[config.mk]
export PLATFORM = sky130hd
export DESIGN_NAME = seq_implication_monitor
export DESIGN_NICKNAME = d
export VERILOG_FILES = /design/src/rtl/mon_pkg.sv /design/src/rtl/impl_pending_pipe.sv /design/src/rtl/seq_implication_monitor.sv
export SDC_FILE = /design/constraint.sdc
export NUM_CORES = 1
export LEC_CHECK = 0
export BUFFER_PORTS_ARGS = -buffer_cell sky130_fd_sc_hd__buf_4
export CAP_MARGIN = 5
export CORE_MARGIN = 10
export CORE_UTILIZATION = 54
export DETAILED_ROUTE_END_ITERATION = 6
export GPL_ROUTABILITY_DRIVEN = 0
export PLACE_DENSITY = 0.79
export SLEW_MARGIN = 20
export SYNTH_ARGS = -nofsm -noshare
export SYNTH_HDL_FRONTEND = slang
export SYNTH_SLANG_ARGS = --single-unit
[constraint.sdc]
create_clock -name clk -period 2.7 [get_ports clk]
set_input_delay 0.54 -clock clk [delete_from_list [all_inputs] [get_ports clk]]
set_output_delay 0.54 -clock clk [all_outputs]
set_load 0.005 [all_outputs]
[src/rtl/mon_pkg.sv]
// Shared types and limits for the valid |-> a ##DELAY b implication monitor.
package mon_pkg;
  typedef enum logic [1:0] {RES_NONE, RES_PASS, RES_FAIL} res_e;
  localparam int MAX_DELAY = 32;
endpackage

[src/rtl/impl_pending_pipe.sv]
// Shift register of pending obligations; the oldest stage is checked against b.
import mon_pkg::*;

module impl_pending_pipe #(
  parameter int DELAY = 3
) (
  input  logic clk,
  input  logic rst_n,
  input  logic push,
  output logic matured,
  output logic busy
);

  logic [DELAY-1:0] stage_p0;

  generate
    if (DELAY == 1) begin : g_single
      always_ff @(posedge clk or negedge rst_n) begin
        if (!rst_n) stage_p0 <= '0;
        else        stage_p0 <= push;
      end
    end else begin : g_multi
      always_ff @(posedge clk or negedge rst_n) begin
        if (!rst_n) stage_p0 <= '0;
        else        stage_p0 <= {stage_p0[DELAY-2:0], push};
      end
    end
  endgenerate

  // An obligation pushed at edge t reaches the last stage after edge t+DELAY-1,
  // so it is presented for b sampling exactly at edge t+DELAY.
  assign matured = stage_p0[DELAY-1];
  assign busy    = |stage_p0;

endmodule

[src/rtl/seq_implication_monitor.sv]
// In-design checker for valid |-> a ##DELAY b: result pulses, saturating counters, sticky error.
import mon_pkg::*;

module seq_implication_monitor #(
  parameter int DELAY = 3,
  parameter int CNT_W = 16
) (
  input  logic             clk,
  input  logic             rst_n,
  input  logic             en,
  input  logic             valid,
  input  logic             a,
  input  logic             b,
  input  logic             clr,
  output logic             pass_o,
  output logic             fail_o,
  output logic [CNT_W-1:0] pass_cnt,
  output logic [CNT_W-1:0] fail_cnt,
  output logic             err_sticky,
  output logic             busy
);

  logic       push;
  logic       imm_fail;
  logic       matured;
  res_e       mat_res;
  logic       pass_inc;
  logic [1:0] fail_inc;

  function automatic logic [CNT_W-1:0] sat_add(input logic [CNT_W-1:0] cnt,
                                               input logic [1:0]       inc);
    logic [CNT_W:0] sum;
    sum = {1'b0, cnt} + (CNT_W+1)'(inc);
    if (sum[CNT_W]) return '1;
    return sum[CNT_W-1:0];
  endfunction

  assign push     = en & valid & a;
  assign imm_fail = en & valid & ~a;

  impl_pending_pipe #(.DELAY(DELAY)) u_pipe (
    .clk     (clk),
    .rst_n   (rst_n),
    .push    (push),
    .matured (matured),
    .busy    (busy)
  );

  always_comb begin
    mat_res = RES_NONE;
    if (matured) mat_res = b ? RES_PASS : RES_FAIL;
  end

  assign pass_inc = (mat_res == RES_PASS);
  assign fail_inc = {1'b0, imm_fail} + {1'b0, mat_res == RES_FAIL};

  // Result stage: pulses, counters and sticky flag all update on the deciding edge.
  always_ff @(posedge clk or negedge rst_n) begin
    if (!rst_n) begin
      pass_o     <= 1'b0;
      fail_o     <= 1'b0;
      pass_cnt   <= '0;
      fail_cnt   <= '0;
      err_sticky <= 1'b0;
    end else begin
      pass_o <= pass_inc;
      fail_o <= |fail_inc;
      if (clr) begin
        pass_cnt   <= '0;
        fail_cnt   <= '0;
        err_sticky <= 1'b0;
      end else begin
        pass_cnt <= sat_add(pass_cnt, {1'b0, pass_inc});
        fail_cnt <= sat_add(fail_cnt, fail_inc);
        if (|fail_inc) err_sticky <= 1'b1;
      end
    end
  end

endmodule

Word level (Yosys, flattened, before mapping)
Cells that the tools add are included.
Widths: inputs -> output; s select.
{"block": "op_classes", "n_reduce_logical": 3, "muxes": 14, "n_bitwise": 4, "eq_ne": 2, "add_sub_neg": 3}
{"cell": "$mux 16", "n": 6}
{"cell": "$add 16x1->17", "n": 1}
{"cell": "$add 16x2->17", "n": 1}
{"cell": "$mux 1", "n": 6}
{"cell": "$mux 2", "n": 2}
{"cell": "$and 1x1->1", "n": 3}
{"cell": "$reduce_or 3->1", "n": 1}
{"cell": "$add 1x1->2", "n": 1}
{"cell": "$eq 2x1->1 const B", "n": 1}
{"cell": "$eq 2x2->1 const B", "n": 1}
{"cell": "$reduce_bool 2->1", "n": 1}
{"cell": "$reduce_or 2->1", "n": 1}
{"cell": "$not 1->1", "n": 1}
{"block": "word_totals", "output_inout_bits": 36, "reg_bits": 38}

Longest topological paths before layout
{"block": "depth", "depth_word": 9, "ltp_mapped": 11, "ltp_nobuf": 10}

By module
A second synthesis with hierarchy kept.
{"block": "hier_totals", "hier_cells": 185, "area_unflattened_um2": 1950.6}
{"module": "seq_implication_monitor", "area_per_inst_um2": 1869.3, "instances": 1, "cells_per_inst": 181}
{"module": "impl_pending_pipe", "area_per_inst_um2": 81.3, "instances": 1, "cells_per_inst": 4}

Worst setup path after synthesis
OpenSTA, ideal clock, no wires.
{"block": "synth_timing", "kind": "input to register", "from": "in en", "to": "reg fail_cnt[2]", "t_arrival_ps": 2766, "path_buffers": 1, "stages": 11, "setup_time_ps": 80, "slack_ps": -146, "path_cell_list": "nand2_1 > or2_2 > ha_1 > ha_1 > inv_1 > fa_1 > nand3b_2 > nor4_4 > nand4_1 > buf_2 > a21oi_1"}
{"block": "synth_via", "elab_chain_cells": 8}
{"item": "start: declaration", "line": "seq_implication_monitor.sv:10", "text": "input logic en,"}
{"item": "$and 1x1->1 (*) (2 in a row)", "line": "seq_implication_monitor.sv:39", "text": "assign imm_fail = en & valid & ~a;"}
{"item": "$add 1x1->2 (*)", "line": "seq_implication_monitor.sv:55", "text": "assign fail_inc = {1'b0, imm_fail} + {1'b0, mat_res == RES_FAIL};"}
{"item": "$add 16x2->17 (*)", "line": "seq_implication_monitor.sv:33", "text": "sum = {1'b0, cnt} + (CNT_W+1)'(inc);"}
{"item": "$mux 1", "line": "seq_implication_monitor.sv:34", "text": "if (sum[CNT_W]) return '1;"}
{"item": "$mux 1", "line": "seq_implication_monitor.sv:68", "text": "if (clr) begin"}
{"item": "$mux 16 (*)", "line": "seq_implication_monitor.sv:35", "text": "return sum[CNT_W-1:0];"}
{"item": "$mux 16 (*)", "line": "seq_implication_monitor.sv:68"}
{"item": "end signal: assignment", "line": "seq_implication_monitor.sv:74", "text": "fail_cnt <= sat_add(fail_cnt, fail_inc);"}
{"item": "end: declaration", "line": "seq_implication_monitor.sv:18", "text": "output logic [CNT_W-1:0] fail_cnt,"}
Mark *: on every way between the ends. The rest lies on a longest branch, timed or not. The select of a mux whose other input is x is not followed.
A chain may end at the register's enable or synchronous reset.

Worst setup path after layout
{"block": "layout_timing", "from": "in en", "to": "reg fail_cnt[1]"}
Same word-level chain as after synthesis.

==> metrics <==
P_leak=1.19 nW; GR Util met2=25.2%; most frequent cells in the layout=buf_4 (54), dfrtp_1 (38), a21oi_2 (16); syn nets=203; r2r setup slk=0.10 ns; met3 usage=6.01%; outcome=finished clean; final setup fails=0; post-synthesis cell type count=36; Synth area leaders=dfrtp_1 (48%), xnor2_1 (6.6%), a21oi_1 (5.0%); Area Growth Syn to Fin=31.6%; Via density=5.75; 1st-iter DRT viols=130; Gate power share=5.6%; part of the power in registers=51.4%; commonest non-fill, non-tap cell in the layout=buf_4; antenna violations before repair=0; PD cells=430 mW/mm^2; Worst Max-Slew Pin Slew=0.482 ns; gr usage total=14.6%; TritonCTS Buffers=5; most used routing layer=met2; Sw Share=22.3%; internal power=0.000875 W; largest net degree at the start of global routing=39; Sinks on Clock Net=38; worst-path maximum fanout=6; met1 usage=16.3%; Max Fclk=381 MHz; Clock Latency Late Sink=0.29 ns; Crit. End Element=flip-flop; Inst Count DP=276; CTS tree=done; Hold Fails Final Rpt=0; ant diodes=0; area leader, netlist=dfrtp_1; type of origin of the critical path=input pin; hold crit path type=input pin to asynchronous set/reset pin; Reg2Reg Launch Point=u_pipe.stage_p0[2]; # DRC=0; Tmin final=2.62 ns; Setup crit end=fail_cnt[1]; Slew HR=67.9%; Synth top area share=47.8%; Slew Viols, Final=0; Initial Util=57.8%; GRT overflow=0; Clk pwr share=43.0%; logic depth of the worst register-to-register path=11; Die Wd=80.7 um; fin cells=291; CP startpoint=en; DIE AREA=0.00651 sq mm; Die H=80.7 um; CP Data Required Time=2.92 ns; Multi-input gate area=0.00102 sq mm; Final nets=258; register bit total from synthesis=38; port bufs=42; DRT Wirelength=5150 um; HPWL after DPL=3320 um; Synth Area per Inst=10.5 sq um; Setup CP Type=input pin to flip-flop; Post-Syn Area=0.00199 sq mm; fin crit share=97.1%; clk slew on worst S/H paths=0.08 ns; clk root buf=clkbuf_8; r2r endpoint=fail_cnt[1]; Synth warnings=0; Seq. cell area=951 sq um; Site Rows=21; Ports=43; hold_ws=0.207 ns; Worst Skew=0.00631 ns; first drt pass iteration count=5; core box area=0.00344 sq mm; share of cells above drive strength 1=38.8%; clk buf depth=2; FILL cells=222; # Max-Cap Violations=0; Finished Core Util=76.0%; global-route wire length before repair=7660 um; sequential share of the synthesized area=47.8%; WP data arrival=2.84 ns; Vias=1673; Routed Antenna Nets=0; switching power=0.000251 W; vias in the first global route=1666; wire length per cell=17.7 um; Max H-tree Level=2; Peak VDD IR=490 uV; Final Total Pwr=0.00113 W; Synth Instances=189
-- cells by family after synthesis --
group           synth area share [%]
fa+ha+maj                       4.78
compound gates                  12.0
mux                             1.01
buf+inv                         4.34
simple gates                    21.3
flops                           47.8
xor+xnor                        8.81
-- cell type report --
type / instances / area share, %
flip-flops and latches: 38 / 36.3
multi-input cells: 131 / 39.0
clock inverters: 3 / 1.72
repair buffers: 56 / 16.4
well taps: 46 / 2.20
inverters: 12 / 1.72
clock buffers: 5 / 2.63
-- layer usage --
metal | up-vias | routed length (um)
met3 | 8 | 363
li1 | 775 | -
met2 | 63 | 2750
met1 | 827 | 1960
met5 | - | 0
met4 | 0 | 68
-- how the worst min path moves through the flow --
stage	from	end	slack (ns)
CTS	rst_n	fail_cnt[12]	0.21
floorplan	rst_n	err_sticky	0.24
global route	rst_n	fail_cnt[2]	0.23
detailed placement	u_pipe.stage_p0[0]	u_pipe.stage_p0[1]	0.35
finish	rst_n	fail_cnt[12]	0.21
global placement	u_pipe.stage_p0[1]	u_pipe.stage_p0[2]	0.36
-- cells in the mapped netlist --
cell type	instances
dfrtp_1	38
a21oi_1	20
xnor2_1	15
nand2_1	13
inv_1	12
a21oi_2	10
nor3_1	9
nand4_1	8
nand3_1	7
ha_1	6
nor2_1	6
nor4_1	5
xor2_1	5
buf_2	3
clkbuf_1	3
a31oi_1	2
and2_1	2
and4b_1	2
mux2i_1	2
nand4_4	2
nor2b_1	2
nor4_4	2
o21a_1	2
a311oi_1	1
a31o_2	1
and3_1	1
and4_2	1
and4bb_2	1
buf_1	1
buf_6	1
fa_1	1
nand3b_2	1
nor3b_1	1
o21ai_0	1
or2_2	1
or3_1	1
-- critical path, cell delays in order --
cell and delay (ns):
buf_4 0.09, nand2_1 0.05, or2_4 0.24, ha_4 0.27, ha_2 0.16, inv_1 0.06, fa_2 0.36, nand3b_4 0.19
nor4_4 0.32, nand4_1 0.22, buf_6 0.21, a21oi_2 0.14
-- registers in the layout, indices dropped and copies added (netlist names) --
signal,count
err_sticky,1
fail_cnt,16
fail_o,1
pass_cnt,16
pass_o,1
u_pipe.stage_p0,3
-- power by group through the flow --
stage                     registers [W]  clock network, W  logic (W)
final                          0.000579          0.000484  0.0000629
after global routing           0.000579          0.000517  0.0000688
after CTS                      0.000578          0.000495  0.0000549
after detailed placement       0.000590                 0  0.0000538
after global placement         0.000590                 0  0.0000513
after floorplan                0.000590                 0  0.0000194
-- what timing repair did --
action / in CTS / in global routing
hold buffers: 0 / 0
buffers inserted: 0 / 6
endpoints found under the setup margin: 0 / 6
resized for setup: 0 / 18
-- metrics by stage --
stage | instance area [sq um] | TNS (ns) | setup slack (ns)
CTS | 2490 | 0 | 0.141
detailed placement | 2380 | -1.65 | -0.153
global route | 2620 | -0.123 | -0.0330
floorplan | 2000 | 0 | 0.0761
global placement | 2380 | -0.689 | -0.0851
finish | 2620 | 0 | 0.0778
Power figures use the tool's default switching activity.
